### src/rtl/seg7_ascii_decoder_if.sv
// rtl/seg7_ascii_decoder_if.sv - segment input / ASCII output bundle for seg7_ascii_decoder (ErrCount present with SEG2ASCII_ERRCNT_EN)
interface seg7_ascii_decoder_if;
    logic [6:0] HexSeg;
    logic       SegValid;
    logic [7:0] AsciiCode;
    logic       AsciiValid;
    logic       AsciiReady;
    logic       Overflow;
`ifdef SEG2ASCII_ERRCNT_EN
    logic [7:0] ErrCount;

    modport master (
        output HexSeg, SegValid, AsciiReady,
        input  AsciiCode, AsciiValid, Overflow, ErrCount
    );
    modport slave (
        input  HexSeg, SegValid, AsciiReady,
        output AsciiCode, AsciiValid, Overflow, ErrCount
    );
`else
    modport master (
        output HexSeg, SegValid, AsciiReady,
        input  AsciiCode, AsciiValid, Overflow
    );
    modport slave (
        input  HexSeg, SegValid, AsciiReady,
        output AsciiCode, AsciiValid, Overflow
    );
`endif
endinterface

### src/rtl/seg7_ascii_decoder.sv
// rtl/seg7_ascii_decoder.sv - stable 7-segment glyph to ASCII decoder with output FIFO (optional SEG2ASCII_ERRCNT_EN)
module seg7_ascii_decoder #(
    parameter int STABLE_CYCLES = 4,
    parameter int FIFO_DEPTH    = 4
) (
    input  logic                 clk,
    input  logic                 reset,
    seg7_ascii_decoder_if.slave  bus
);
    localparam int             CW       = $clog2(STABLE_CYCLES + 1);
    localparam int             AW       = $clog2(FIFO_DEPTH);
    localparam logic [CW-1:0]  STAB_MAX = CW'(STABLE_CYCLES);
    localparam logic [6:0]     BLANK    = 7'h7F;
    localparam logic [7:0]     UNKNOWN  = 8'h3F;

    logic [6:0]    seg_q;
    logic          seg_vld_q;
    logic [6:0]    prev_seg;
    logic [CW-1:0] stab_cnt;
    logic [CW-1:0] stab_nxt;
    logic          accept;
    logic [6:0]    last_pattern;
    logic [7:0]    dec;
    logic          push;
    logic          pop;
    logic          push_ok;
    logic          full;
    logic          empty;
    logic          ovf_q;
    logic [7:0]    mem [FIFO_DEPTH];
    logic [AW:0]   wr_ptr;
    logic [AW:0]   rd_ptr;

    // Digits are listed first so they take precedence over any letter sharing a glyph
    function automatic logic [7:0] decode(input logic [6:0] p);
        logic [7:0] d;
        case (p)
            7'h40: d = "0";
            7'h4F: d = "1";
            7'h24: d = "2";
            7'h30: d = "3";
            7'h19: d = "4";
            7'h12: d = "5";
            7'h02: d = "6";
            7'h78: d = "7";
            7'h00: d = "8";
            7'h10: d = "9";
            7'h08: d = "A";
            7'h03: d = "B";
            7'h46: d = "C";
            7'h21: d = "D";
            7'h06: d = "E";
            7'h0E: d = "F";
            7'h09: d = "H";
            7'h61: d = "J";
            7'h47: d = "L";
            7'h6A: d = "M";
            7'h6B: d = "N";
            7'h0C: d = "P";
            7'h18: d = "Q";
            7'h2F: d = "R";
            7'h07: d = "T";
            7'h41: d = "U";
            7'h63: d = "V";
            7'h55: d = "W";
            7'h11: d = "Y";
            7'h77: d = "_";
            default: d = UNKNOWN;
        endcase
        return d;
    endfunction

    // Stability filter: run length of identical qualified samples, accept once on reaching the threshold
    always_comb begin
        stab_nxt = '0;
        accept   = 1'b0;
        if (seg_vld_q) begin
            if (stab_cnt == '0 || seg_q != prev_seg) begin
                stab_nxt = CW'(1);
            end else if (stab_cnt == STAB_MAX) begin
                stab_nxt = STAB_MAX;
            end else begin
                stab_nxt = stab_cnt + CW'(1);
            end
            accept = (stab_nxt == STAB_MAX) && !(stab_cnt == STAB_MAX && seg_q == prev_seg);
        end
    end

    assign dec     = decode(seg_q);
    assign push    = accept && (seg_q != BLANK) && (seg_q != last_pattern);
    assign empty   = (wr_ptr == rd_ptr);
    assign full    = (wr_ptr[AW] != rd_ptr[AW]) && (wr_ptr[AW-1:0] == rd_ptr[AW-1:0]);
    assign pop     = bus.AsciiReady && !empty;
    assign push_ok = push && (!full || pop);

    // Input register, filter state and repeat-suppression memory
    always_ff @(posedge clk or posedge reset) begin
        if (reset) begin
            seg_q        <= BLANK;
            seg_vld_q    <= 1'b0;
            prev_seg     <= BLANK;
            stab_cnt     <= '0;
            last_pattern <= BLANK;
        end else begin
            seg_q     <= bus.HexSeg;
            seg_vld_q <= bus.SegValid;
            prev_seg  <= seg_q;
            stab_cnt  <= stab_nxt;
            // blank resets the memory so the next glyph is always new; dropped glyphs still update it
            if (accept && seg_q != last_pattern) begin
                last_pattern <= seg_q;
            end
        end
    end

    // Output FIFO storage, pointers and sticky overflow
    always_ff @(posedge clk or posedge reset) begin
        if (reset) begin
            for (int i = 0; i < FIFO_DEPTH; i++) begin
                mem[i] <= '0;
            end
            wr_ptr <= '0;
            rd_ptr <= '0;
            ovf_q  <= 1'b0;
        end else begin
            if (push_ok) begin
                mem[wr_ptr[AW-1:0]] <= dec;
                wr_ptr              <= wr_ptr + 1'b1;
            end
            if (pop) begin
                rd_ptr <= rd_ptr + 1'b1;
            end
            if (push && !push_ok) begin
                ovf_q <= 1'b1;
            end
        end
    end

    assign bus.AsciiCode  = mem[rd_ptr[AW-1:0]];
    assign bus.AsciiValid = !empty;
    assign bus.Overflow   = ovf_q;

`ifdef SEG2ASCII_ERRCNT_EN
    logic [7:0] err_q;
    logic       err_inc;

    // an unknown glyph that is also dropped is one event, hence the OR
    assign err_inc = push && ((dec == UNKNOWN) || !push_ok);

    // Saturating error counter for unknown glyphs and dropped characters
    always_ff @(posedge clk or posedge reset) begin
        if (reset) begin
            err_q <= '0;
        end else if (err_inc && err_q != 8'hFF) begin
            err_q <= err_q + 8'd1;
        end
    end

    assign bus.ErrCount = err_q;
`endif
endmodule

### src/flat_wrapper.sv
// flat-port wrapper written by rule: the top's interface ports become plain ports
module seg7_ascii_decoder_flat 
#(
    parameter int STABLE_CYCLES = 4,
    parameter int FIFO_DEPTH    = 4
)
  (clk, reset, bus_HexSeg, bus_SegValid, bus_AsciiReady, bus_AsciiCode, bus_AsciiValid, bus_Overflow);
  seg7_ascii_decoder_if bus_i ();
  input  logic clk;
  input  logic reset;
  input wire logic [$bits(bus_i.HexSeg)-1:0] bus_HexSeg;
  input wire logic [$bits(bus_i.SegValid)-1:0] bus_SegValid;
  input wire logic [$bits(bus_i.AsciiReady)-1:0] bus_AsciiReady;
  output wire logic [$bits(bus_i.AsciiCode)-1:0] bus_AsciiCode;
  output wire logic [$bits(bus_i.AsciiValid)-1:0] bus_AsciiValid;
  output wire logic [$bits(bus_i.Overflow)-1:0] bus_Overflow;
  assign bus_i.HexSeg = bus_HexSeg;
  assign bus_i.SegValid = bus_SegValid;
  assign bus_i.AsciiReady = bus_AsciiReady;
  assign bus_AsciiCode = bus_i.AsciiCode;
  assign bus_AsciiValid = bus_i.AsciiValid;
  assign bus_Overflow = bus_i.Overflow;
  seg7_ascii_decoder #(.STABLE_CYCLES(STABLE_CYCLES), .FIFO_DEPTH(FIFO_DEPTH)) u_core (.clk(clk), .reset(reset), .bus(bus_i));
endmodule
### config.mk
export PLATFORM = sky130hd
export DESIGN_NAME = seg7_ascii_decoder_flat
export DESIGN_NICKNAME = d
export VERILOG_FILES = /design/src/rtl/seg7_ascii_decoder_if.sv /design/src/rtl/seg7_ascii_decoder.sv /design/src/flat_wrapper.sv
export SDC_FILE = /design/constraint.sdc
export NUM_CORES = 1
export LEC_CHECK = 0
export BUFFER_PORTS_ARGS = -buffer_cell sky130_fd_sc_hd__buf_4
export CAP_MARGIN = 20
export CORE_MARGIN = 2
export CORE_UTILIZATION = 47
export DETAILED_ROUTE_END_ITERATION = 10
export GPL_TIMING_DRIVEN = 0
export SLEW_MARGIN = 30
export SYNTH_ARGS = -nofsm -noshare
export SYNTH_HDL_FRONTEND = slang
export SYNTH_SLANG_ARGS = --single-unit
### constraint.sdc
create_clock -name clk -period 4.55 [get_ports clk]
set_clock_uncertainty 0.2 [all_clocks]
set_input_delay 0.6825 -clock clk [delete_from_list [all_inputs] [get_ports clk]]
set_output_delay 0.6825 -clock clk [all_outputs]
set_load 0.02 [all_outputs]
; After elaboration in Yosys (flattened, before gate mapping)
; Memories as Yosys holds them, arrays and structs flattened.
; Index checks and enable logic that the tools add are counted.
[op_classes]
reduce_logical = 17
mux = 11
n_div = 0
order_cmp = 3
n_mul = 0
n_shift = 0
eq_ne = 9
bitwise = 2
n_addsub = 3
[ops]
columns = operator, n
row1 = 32-bit bitwise mux, 1
row2 = 8-bit 2-to-1 mux, 3
row3 = 8-bit binary-select mux with 2-bit select, 1
row4 = 8-bit demux with 2-bit select, 1
row5 = 7-bit inequality test, 2
row6 = 3-bit 2-to-1 mux, 4
row7 = 1-bit logical AND, 10
row8 = 3-bit by 1-bit adder with 3-bit output (second input constant), 3
row9 = 7-bit == test, 1
row10 = 7-bit inequality test (second input constant), 1
row11 = 3-bit == test (second input constant), 2
row12 = 3-bit >= comparator (second input constant), 2
row13 = 2-bit NOT with 3-bit output, 2
row14 = 1-bit logical NOT, 4
row15 = 3-bit == test, 1
row16 = 3-bit logical NOT, 1
row17 = 3-bit by 1-bit < comparator with 1-bit output (second input constant), 1
row18 = 2-bit == test, 1
row19 = 1-bit logical OR, 2
row20 = 1-bit 2-to-1 mux, 1
row21 = 1-bit inequality test, 1
[totals]
ramBits = 0
out_inout_bits = 10
in_bits = 11
ff_bits = 64
mem_count = 1
elab_cells = 58
latchBits = 0
rom_bits = 896
[memory_table]
columns = memory, words, width, read_ports, rd_clocked_by_memory_dff, write_ports, line_no
row1 = (name not given), 128, 7, 1, 0, 0, seg7_ascii_decoder.sv:37  ; case (p)

; Longest topological paths before layout
; Gate-level depths: netlist of the first run.
[depth]
ltp_word = 12
ltp_mapped = 10
ltp_nobuf = 7

; Least setup slack after synthesis of the first run
; OpenSTA, ideal clock, no wires.
[synth_timing]
kind = flip-flop to flip-flop
start = register u_core.seg_q[1]
end = register u_core.mem[27] (netlist name)
setup_slack_ns = 1.841
synth_period_minus_slack_ns = 2.709
path_buffers = 3
required_time_ns = 4.285
t_arrival_ns = 2.444
setup_time_ns = 0.065
path_stages_with_launch = 11
path_cell_list = dfstp_2 -> buf_4 -> clkbuf_1 -> inv_1 -> ha_1 -> clkbuf_1 -> mux2_2 -> a211oi_1 -> o32ai_1 -> a22oi_1 -> mux2_2
[synth_via]
elab_chain_len = 10
word_cells_on_any_way = 17
cone_classes = eq/ne (5) / mux (4) / reduce/logical (7) / memory (1)
[synth_lines]
columns = element, line_no
row1 = from (decl), seg7_ascii_decoder.sv:16  ; logic [6:0] seg_q;
row2 = from (signal assigned), seg7_ascii_decoder.sv:105  ; seg_q <= bus.HexSeg;
row3 = 7-bit inequality test, seg7_ascii_decoder.sv:78  ; if (stab_cnt == '0 || seg_q != prev_seg) begin
row4 = 1-bit logical OR, seg7_ascii_decoder.sv:78
row5 = 3-bit 2-to-1 mux, seg7_ascii_decoder.sv:78
row6 = 3-bit 2-to-1 mux, seg7_ascii_decoder.sv:77  ; if (seg_vld_q) begin
row7 = 3-bit == test, seg7_ascii_decoder.sv:85  ; accept = (stab_nxt == STAB_MAX) && !(stab_cnt == STAB_MAX && seg_q == prev_seg);
row8 = 1-bit logical AND, seg7_ascii_decoder.sv:85
row9 = 1-bit 2-to-1 mux, seg7_ascii_decoder.sv:77
row10 = 1-bit logical AND (2 in a row), seg7_ascii_decoder.sv:90  ; assign push = accept && (seg_q != BLANK) && (seg_q != last_pattern);
row11 = 1-bit logical AND, seg7_ascii_decoder.sv:94  ; assign push_ok = push && (!full || pop);
row12 = "to (signal, indexed assignment)", seg7_ascii_decoder.sv:120  ; mem[i] <= '0;
row13 = "to (signal, indexed assignment)", seg7_ascii_decoder.sv:127  ; mem[wr_ptr[AW-1:0]] <= dec;
row14 = to (decl), seg7_ascii_decoder.sv:30  ; logic [7:0] mem [FIFO_DEPTH];
; Parallel ways exist; a longest one is shown, timed or not. The select of a mux whose other input is x is not followed.
; A chain may end at the register's enable or synchronous reset.

; Final worst setup path of the first run
[layout_timing]
start = register u_core.seg_q[1]
end = register u_core.mem[1] (netlist name)
; Same word-level chain as after synthesis.

==> impl_metrics.json, run 1 <==
{
  "htree_levels": 3,
  "grt_pass1_vias": 2470,
  "cp-end-kind": "register",
  "path_class": "register to register",
  "fillers": 634,
  "cts_resized": 0,
  "wl_met3_um": 430,
  "critical_path_arrival_ns": 3.49,
  "p_seq_share_pct": 43.8,
  "cellPowerDensity_nw_per_um2": 322,
  "rsz0062_at_grt": "no",
  "design.core.area_um2": 7330,
  "wl_per_cell_um": 17.2,
  "grt_remaining_overflow": 0,
  "final_cell_count_no_fill": 445,
  "place_congestion": 0.878,
  "synth_enable_flop_cells": 0,
  "syn_area_um2": 3580,
  "syn_inst": 310,
  "max-cap-violations": 0,
  "dr.pass1.iters": 4,
  "rows": 31,
  "ctsHoldBuffers": 0,
  "cts_tree": "built",
  "antenna_cells": 0,
  "die_w_um": 91.3,
  "vias": 2585,
  "reg2reg_from": "u_core.seg_q[1]",
  "synth_ff_type": "dfrtp_1",
  "fin_crit_ns": 3.41,
  "finalCritPeriodShare_pct": 75.0,
  "drc": 0,
  "fin_ws_ns": 1.14,
  "leakagePower_nw": 1.85,
  "cp.required_ns": 4.63,
  "clkTransAtPathRegs_ns": 0.07,
  "reg2reg_slack_ns": 1.14,
  "rr_endpoint": "u_core.mem[1]",
  "via_per_inst": 5.81,
  "power.switching_w": 0.000386,
  "clk_latency_ns": 0.33,
  "die-area_um2": 8340,
  "start_util_pct": 48.9,
  "grtUsageTotal_pct": 19.5,
  "synth.yosys.seq_area_share_pct": 42.6,
  "yosysWarnings": 0,
  "whs_ns": 0.121,
  "yosys.cell_types.count": 61,
  "synth_seq_cells": 60,
  "cts_sinks": 60,
  "finalWirelength_um": 7670,
  "reg2reg_depth": 10,
  "port_buffers": 19,
  "fin_setup_tns_ns": 0,
  "maxSlewViolCount": 0,
  "antenna_found_initial": 0,
  "ant_nets": 0,
  "post_cts_buffers": 0,
  "wl_met1_um": 3520,
  "ios": 21,
  "irDropWorstVdd_mv": 0.197,
  "highest_layer": "met4",
  "min_path_type": "primary input to asynchronous set/reset pin",
  "setup-violations-final": 0,
  "placed_cells": 429,
  "wl_met2_um": 3510,
  "relSlewSlack_pct": 58.7,
  "synthToLayoutAreaGrowth_pct": 13.4,
  "root_buffer": "clkbuf_8",
  "layout-drive-gt1-share_pct": 34.7,
  "layout.nets": 364,
  "async_flop_share_pct": 100,
  "hpwl_um": 5340,
  "die_y_um": 91.3,
  "clkPwrFrac_pct": 35.7,
  "swShare_pct": 29.5,
  "clockBufferDepth": 2,
  "numCtsBuffers": 9,
  "power_w": 0.00131,
  "grt_pass1_wl_um": 12700,
  "status": "complete, no violations",
  "p_int_w": 0.000924,
  "hold_viol": 0,
  "fmax_ghz": 0.293,
  "cp-start-kind": "register",
  "drtIter0Drc": 195,
  "avgSynthCellArea_um2": 11.6,
  "comb_power_share_pct": 20.5,
  "grt_max_degree": 36,
  "synth_nets": 333,
  "worstPathMaxFanout": 10,
  "pre_cts_slack_ns": 1.12,
  "max_slew.worst_pin.slew_ns": 0.613
}
-- final cells by class --
cell class	instances	area (um2)	share of cell area, %
Buffer	27	131	3.23
Clock buffer	10	128	3.14
Clock inverter	6	63.8	1.57
Inverter	12	47.5	1.17
Multi-Input combinational cell	211	1880	46.2
Sequential cell	60	1530	37.6
Tap cell	99	124	3.05
Timing Repair Buffer	20	163	4.00
-- worst max path at each step --
stage	cells after the start	startpoint	end	slack, ns
global route	10	u_core.seg_q[1]	u_core.mem[1]	0.91
CTS	10	u_core.seg_q[1]	u_core.mem[25]	1.11
finish	10	u_core.seg_q[1]	u_core.mem[1]	1.14
global placement	10	u_core.seg_q[1]	u_core.mem[1]	1.14
floorplan	10	u_core.seg_q[1]	u_core.mem[27]	1.84
detailed placement	10	u_core.seg_q[1]	u_core.mem[1]	1.12
-- sequential cells by signal, summed over array words and instances, names as in the netlist --
signal               flops
u_core.mem              28
u_core.last_pattern      7
u_core.prev_seg          7
u_core.seg_q             7
u_core.rd_ptr            3
u_core.stab_cnt          3
u_core.wr_ptr            3
u_core.bus.Overflow      1
u_core.seg_vld_q         1
-- synthesized netlist by cell type, types with 2 or more instances --
| master | count | share of area [%] |
|---|---|---|
| a21oi_1 | 8 | 1.1 |
| nor3_1 | 6 | 0.84 |
| xnor2_1 | 9 | 2.2 |
| mux2_1 | 10 | 3.1 |
| a21o_1 | 2 | 0.42 |
| clkbuf_1 | 11 | 1.2 |
| xor2_1 | 11 | 2.7 |
| buf_2 | 12 | 1.7 |
| nand3_1 | 14 | 2.0 |
| mux2_2 | 27 | 8.5 |
| a211oi_1 | 4 | 0.84 |
| or4b_1 | 2 | 0.56 |
| nand2_1 | 11 | 1.2 |
| nor2b_1 | 3 | 0.52 |
| nand2b_1 | 4 | 0.70 |
| mux2_4 | 4 | 1.7 |
| o311ai_0 | 3 | 0.73 |
| mux2i_1 | 7 | 2.0 |
| a31oi_1 | 5 | 0.87 |
| o21a_1 | 2 | 0.42 |
| inv_1 | 12 | 1.3 |
| a311o_1 | 2 | 0.56 |
| nor2_1 | 7 | 0.73 |
| nand4_1 | 2 | 0.35 |
| and3b_1 | 4 | 0.98 |
| o22ai_1 | 2 | 0.35 |
| nand3b_1 | 2 | 0.42 |
| nor4_1 | 2 | 0.35 |
| o211ai_1 | 4 | 0.84 |
| xnor2_2 | 4 | 1.8 |
| mux4_2 | 7 | 4.4 |
| o21ai_0 | 6 | 0.84 |
| ha_1 | 12 | 4.2 |
| dfrtp_1 | 39 | 27 |
| buf_4 | 2 | 0.42 |
| a32oi_1 | 3 | 0.73 |
| dfstp_2 | 21 | 15 |
-- layer usage --
metal | GRT usage [%] | vias up
li1 | - | 1195
met1 | 27.6 | 1289
met2 | 28.6 | 82
met3 | 5.23 | 19
met4 | 7.45 | 0
met5 | 0 | -
-- power by group through the flow --
stage	Sequential, W	Combinational (W)	Clock (W)
after global placement	0.000583	0.000264	0
after floorplan	0.000581	0.000200	0
after CTS	0.000574	0.000270	0.000486
after detailed placement	0.000584	0.000269	0
final	0.000574	0.000268	0.000468
after global routing	0.000576	0.000295	0.000518
-- cells in the final DEF (no fill, tap or decap), types with 4 or more instances in the layout --
master and count:
o211ai_1 4, clkbuf_8 9, buf_4 21, a31oi_1 5, mux2_1 10, mux2_4 4
nand3_1 14, nand2b_1 4, and3b_1 4, o21ai_0 6, a21oi_1 8, mux2_2 27
xnor2_1 9, ha_1 12, dfstp_2 21, dfrtp_1 39, mux2i_1 7, nor2_1 7
nor3_1 6, xnor2_2 4, inv_1 11, clkbuf_1 12, a211oi_1 4, nand2_1 11
buf_2 12, xor2_1 11, mux4_2 7
-- critical path, stage by stage (launching register included) --
cell	delay [ns]
dfstp_2	0.57
buf_4	0.20
clkbuf_1	0.39
inv_1	0.16
ha_1	0.21
clkbuf_1	0.24
nor4b_1	0.22
o21bai_1	0.28
nor3_1	0.09
a311oi_1	0.54
mux2_2	0.26
-- cells by family (layout without fill, tap and decap cells) --
| group | after synthesis | after routing | synth area share [%] |
|---|---|---|---|
| multiplexers | 55 | 55 | 19.7 |
| buffers and inverters | 39 | 75 | 4.92 |
| other | 1 | 1 | 0.105 |
| XOR/XNOR | 24 | 24 | 6.70 |
| AO/OA/AOI/OAI | 52 | 52 | 10.4 |
| adder cells (fa/ha/maj) | 12 | 12 | 4.19 |
| AND/OR/NAND/NOR | 67 | 67 | 11.3 |
| flip-flops | 60 | 60 | 42.6 |
-- stage by stage --
stage | instance area, um2 | util (%)
finish | 4060 | 55.4
CTS | 4060 | 55.4
global placement | 3850 | 52.5
detailed placement | 3870 | 52.8
global route | 4060 | 55.4
floorplan | 3580 | -
No activity file was read; power rests on OpenSTA's default activity.
==> run 2, diff against run 1 <==
--- a/config.mk
+++ b/config.mk
@@ -5,12 +5,14 @@
 export SDC_FILE = /design/constraint.sdc
 export NUM_CORES = 1
 export LEC_CHECK = 0
+export ABC_AREA = 1
 export BUFFER_PORTS_ARGS = -buffer_cell sky130_fd_sc_hd__buf_4
 export CAP_MARGIN = 20
 export CORE_MARGIN = 2
 export CORE_UTILIZATION = 47
 export DETAILED_ROUTE_END_ITERATION = 10
 export GPL_TIMING_DRIVEN = 0
+export PLACE_DENSITY = 0.67
 export SLEW_MARGIN = 30
 export SYNTH_ARGS = -nofsm -noshare
 export SYNTH_HDL_FRONTEND = slang
==> constraint.sdc (replaced) <==
create_clock -name clk -period 3.1 [get_ports clk]
set_clock_uncertainty 0.2 [all_clocks]
set_input_delay 0.465 -clock clk [delete_from_list [all_inputs] [get_ports clk]]
set_output_delay 0.465 -clock clk [all_outputs]
set_load 0.02 [all_outputs]
==> run 2 against run 1 <==
Against the previous run: sequential power up 49%; utilization up 0.26 points; synthesized cell count up 59%; register-to-register slack worse by 0.56 ns; non-clock buffer count down 1; die area up 0.54%; cell count up 41%; worst hold slack worse by 0.088 ns; sequential share of layout area down 0.17 points; worst setup slack worse by 0.56 ns; cell area up 0.46%; clock power up 37%.
==> impl_metrics.json, run 2 <==
{
  "status": "complete, no violations",
  "slowest_stage": "dfstp_2",
  "cpMostUsedCell": "nand2_1",
  "worstPathMaxFanout": 10,
  "die-area_um2": 8380,
  "reg2reg_from": "u_core.seg_q[1]",
  "drtIter0Drc": 151,
  "numCtsBuffers": 9,
  "fin_crit_ns": 2.53,
  "hpwl_um": 6640,
  "grt_remaining_overflow": 0,
  "layout.nets": 547,
  "synth_ff_type": "dfrtp_1",
  "maxSlewViolCount": 0,
  "antenna_found_initial": 0,
  "htree_levels": 3,
  "finalCritPeriodShare_pct": 81.5,
  "multi_input_area_um2": 1790,
  "irDropWorstVdd_mv": 0.205,
  "holdPathStages": 1,
  "fmax_ghz": 0.396,
  "max-cap-violations": 0,
  "synth_enable_flop_cells": 0,
  "antenna_cells": 0,
  "rsz0062_at_grt": "no",
  "whs_ns": 0.0326,
  "seq_area_um2": 1530,
  "fin_setup_tns_ns": 0,
  "rows": 31,
  "cp-end-kind": "register",
  "dr.pass1.iters": 4,
  "path_class": "register to register",
  "final_cell_count_no_fill": 628,
  "fillers": 687,
  "drc": 0,
  "cts_sinks": 60,
  "grt_pass1_vias": 3244,
  "synth_seq_cells": 60,
  "layout_common_cells": "174 x nand2_1, 64 x nand3_1, 39 x dfrtp_1",
  "synth_top_area_share_pct": 27.1,
  "worstHoldEndpoint": "u_core.seg_q[1]",
  "yosysMostFrequentCell": "nand2_1",
  "cts_tree": "built",
  "design.core.area_um2": 7330,
  "synthToLayoutAreaGrowth_pct": 13.3,
  "post_cts_buffers": 0,
  "critPathTopFamily": "simple AND/OR/NAND/NOR gates",
  "clockBufferDepth": 2,
  "crit_chain": "buf_2 -> inv_2 -> ha_1 -> nand2_1 -> inv_1 -> nand2_1 -> nand3_1 -> nand2_1 -> o21ai_0 -> a21oi_1 -> nand3_1 -> nand2_1",
  "root_buffer": "clkbuf_8",
  "yosysWarnings": 0,
  "async_flop_share_pct": 100,
  "port_buffers": 19,
  "yosys.cell_types.count": 33,
  "synth_nets": 515,
  "ys_top_cells_by_area": "dfrtp_1 27%, nand2_1 18%, dfstp_2 15%",
  "power_w": 0.00215,
  "finalWirelength_um": 8710,
  "avgSynthCellArea_um2": 7.32,
  "rr_endpoint": "u_core.mem[2]",
  "worst_path_largest_cell_delay_ns": 0.57,
  "setup-violations-final": 0,
  "synth.yosys.seq_area_share_pct": 42.4,
  "regMostFlops": "u_core.mem",
  "die_y_um": 91.6,
  "placed_cells": 611,
  "min_path_type": "primary input to register",
  "layout-drive-gt1-share_pct": 17.6,
  "cp.required_ns": 3.17,
  "final_common_cell": "nand2_1",
  "place_congestion": 0.936,
  "grt_pass1_wl_um": 15500,
  "die_w_um": 91.6,
  "largest_reg_flops": 28,
  "clkTransAtPathRegs_ns": 0.07,
  "leakagePower_nw": 2.09,
  "crit_buf_inv": 3,
  "hold_start": "bus_HexSeg[1]",
  "ant_nets": 0,
  "syn_area_um2": 3600,
  "synth_common_cells": "174 x nand2_1, 64 x nand3_1, 39 x dfrtp_1, 37 x o21ai_0, 36 x nor2_1",
  "cellPowerDensity_nw_per_um2": 527,
  "yosysTopAreaCell": "dfrtp_1",
  "vias": 3248,
  "hold_viol": 0,
  "clk_latency_ns": 0.34,
  "critical_path_arrival_ns": 2.60,
  "wl_per_cell_um": 13.9,
  "ios": 21,
  "grt_max_degree": 32,
  "via_per_inst": 5.17,
  "reg2reg_slack_ns": 0.57,
  "fin_util_pct": 55.7,
  "start_util_pct": 49.2,
  "syn_inst": 492,
  "reg2reg_depth": 12,
  "grtUsageTotal_pct": 23.2,
  "cp-start-kind": "register"
}
run 2: cell types whose count changed in the layout (fill, tap and decap cells not counted), moves of 22 or more:
cell and change:
nand3_1 +50, o21ai_0 +31, nand2_1 +163, nor2_1 +29, inv_1 +22, mux2_2 -27
run 2: per-layer routing:
metal,track usage (%),vias up,share of wire (%)
met5,0,-,0
met4,7.70,0,1.1
met2,39.5,69,50
li1,-,1656,-
met3,5.48,8,3.8
met1,28.7,1515,45
run 2: cells by family after synthesis:
kind of cell,synth area share [%]
fa+ha+maj,4.17
xor+xnor,1.46
simple gates,34.8
flops,42.4
other cells,0.104
compound gates,9.10
buf+inv,7.99
run 2: final cells by class:
type / instances / share of cell area, %
repair buffers: 21 / 4.23
inverters: 39 / 3.65
flip-flops and latches: 60 / 37.4
well taps: 99 / 3.03
multi-input cells: 368 / 43.8
plain buffers: 25 / 3.46
clock inverters: 4 / 0.613
clock buffers: 12 / 3.80
run 2: worst max-delay path by stage:
stage / from / end / cells after the start
5_1_grt: u_core.seg_q[1] / u_core.mem[2] / 12
3_5_place_dp: u_core.seg_q[1] / u_core.mem[2] / 12
6_report: u_core.seg_q[1] / u_core.mem[2] / 12
3_3_place_gp: reset / u_core.bus.Overflow / 2
2_1_floorplan: reset / u_core.bus.Overflow / 1
4_1_cts: u_core.rd_ptr[0] / bus_AsciiCode[6] / 5
run 2: power by group:
part / leakage [nW] / switching (W) / internal, W
clock network: 0.0884 / 0.000311 / 0.000331
logic: 1.25 / 0.000406 / 0.000245
registers: 0.752 / 0.0000343 / 0.000822
run 2: metrics by stage:
step	instance area, um2	setup slack, ns
2_1_floorplan	3600	0.985
3_3_place_gp	3870	0.166
3_5_place_dp	3890	0.636
4_1_cts	4080	0.552
5_1_grt	4080	0.355
6_report	4080	0.573
run 2: worst register-to-register path, delay by kind of cell, from the launching register on:
kind,cells,cell delay [ns]
adder cells (fa/ha/maj),1,0.23
AND/OR/NAND/NOR,6,0.61
flip-flops,1,0.57
buffers and inverters,3,0.39
AO/OA/AOI/OAI,2,0.45
run 2: what timing repair did:
item,4_1_cts,5_1_grt
endpoints found under the hold margin,11,0
hold buffers,1,0
setup endpoints to repair,0,0
gates resized for setup,0,0
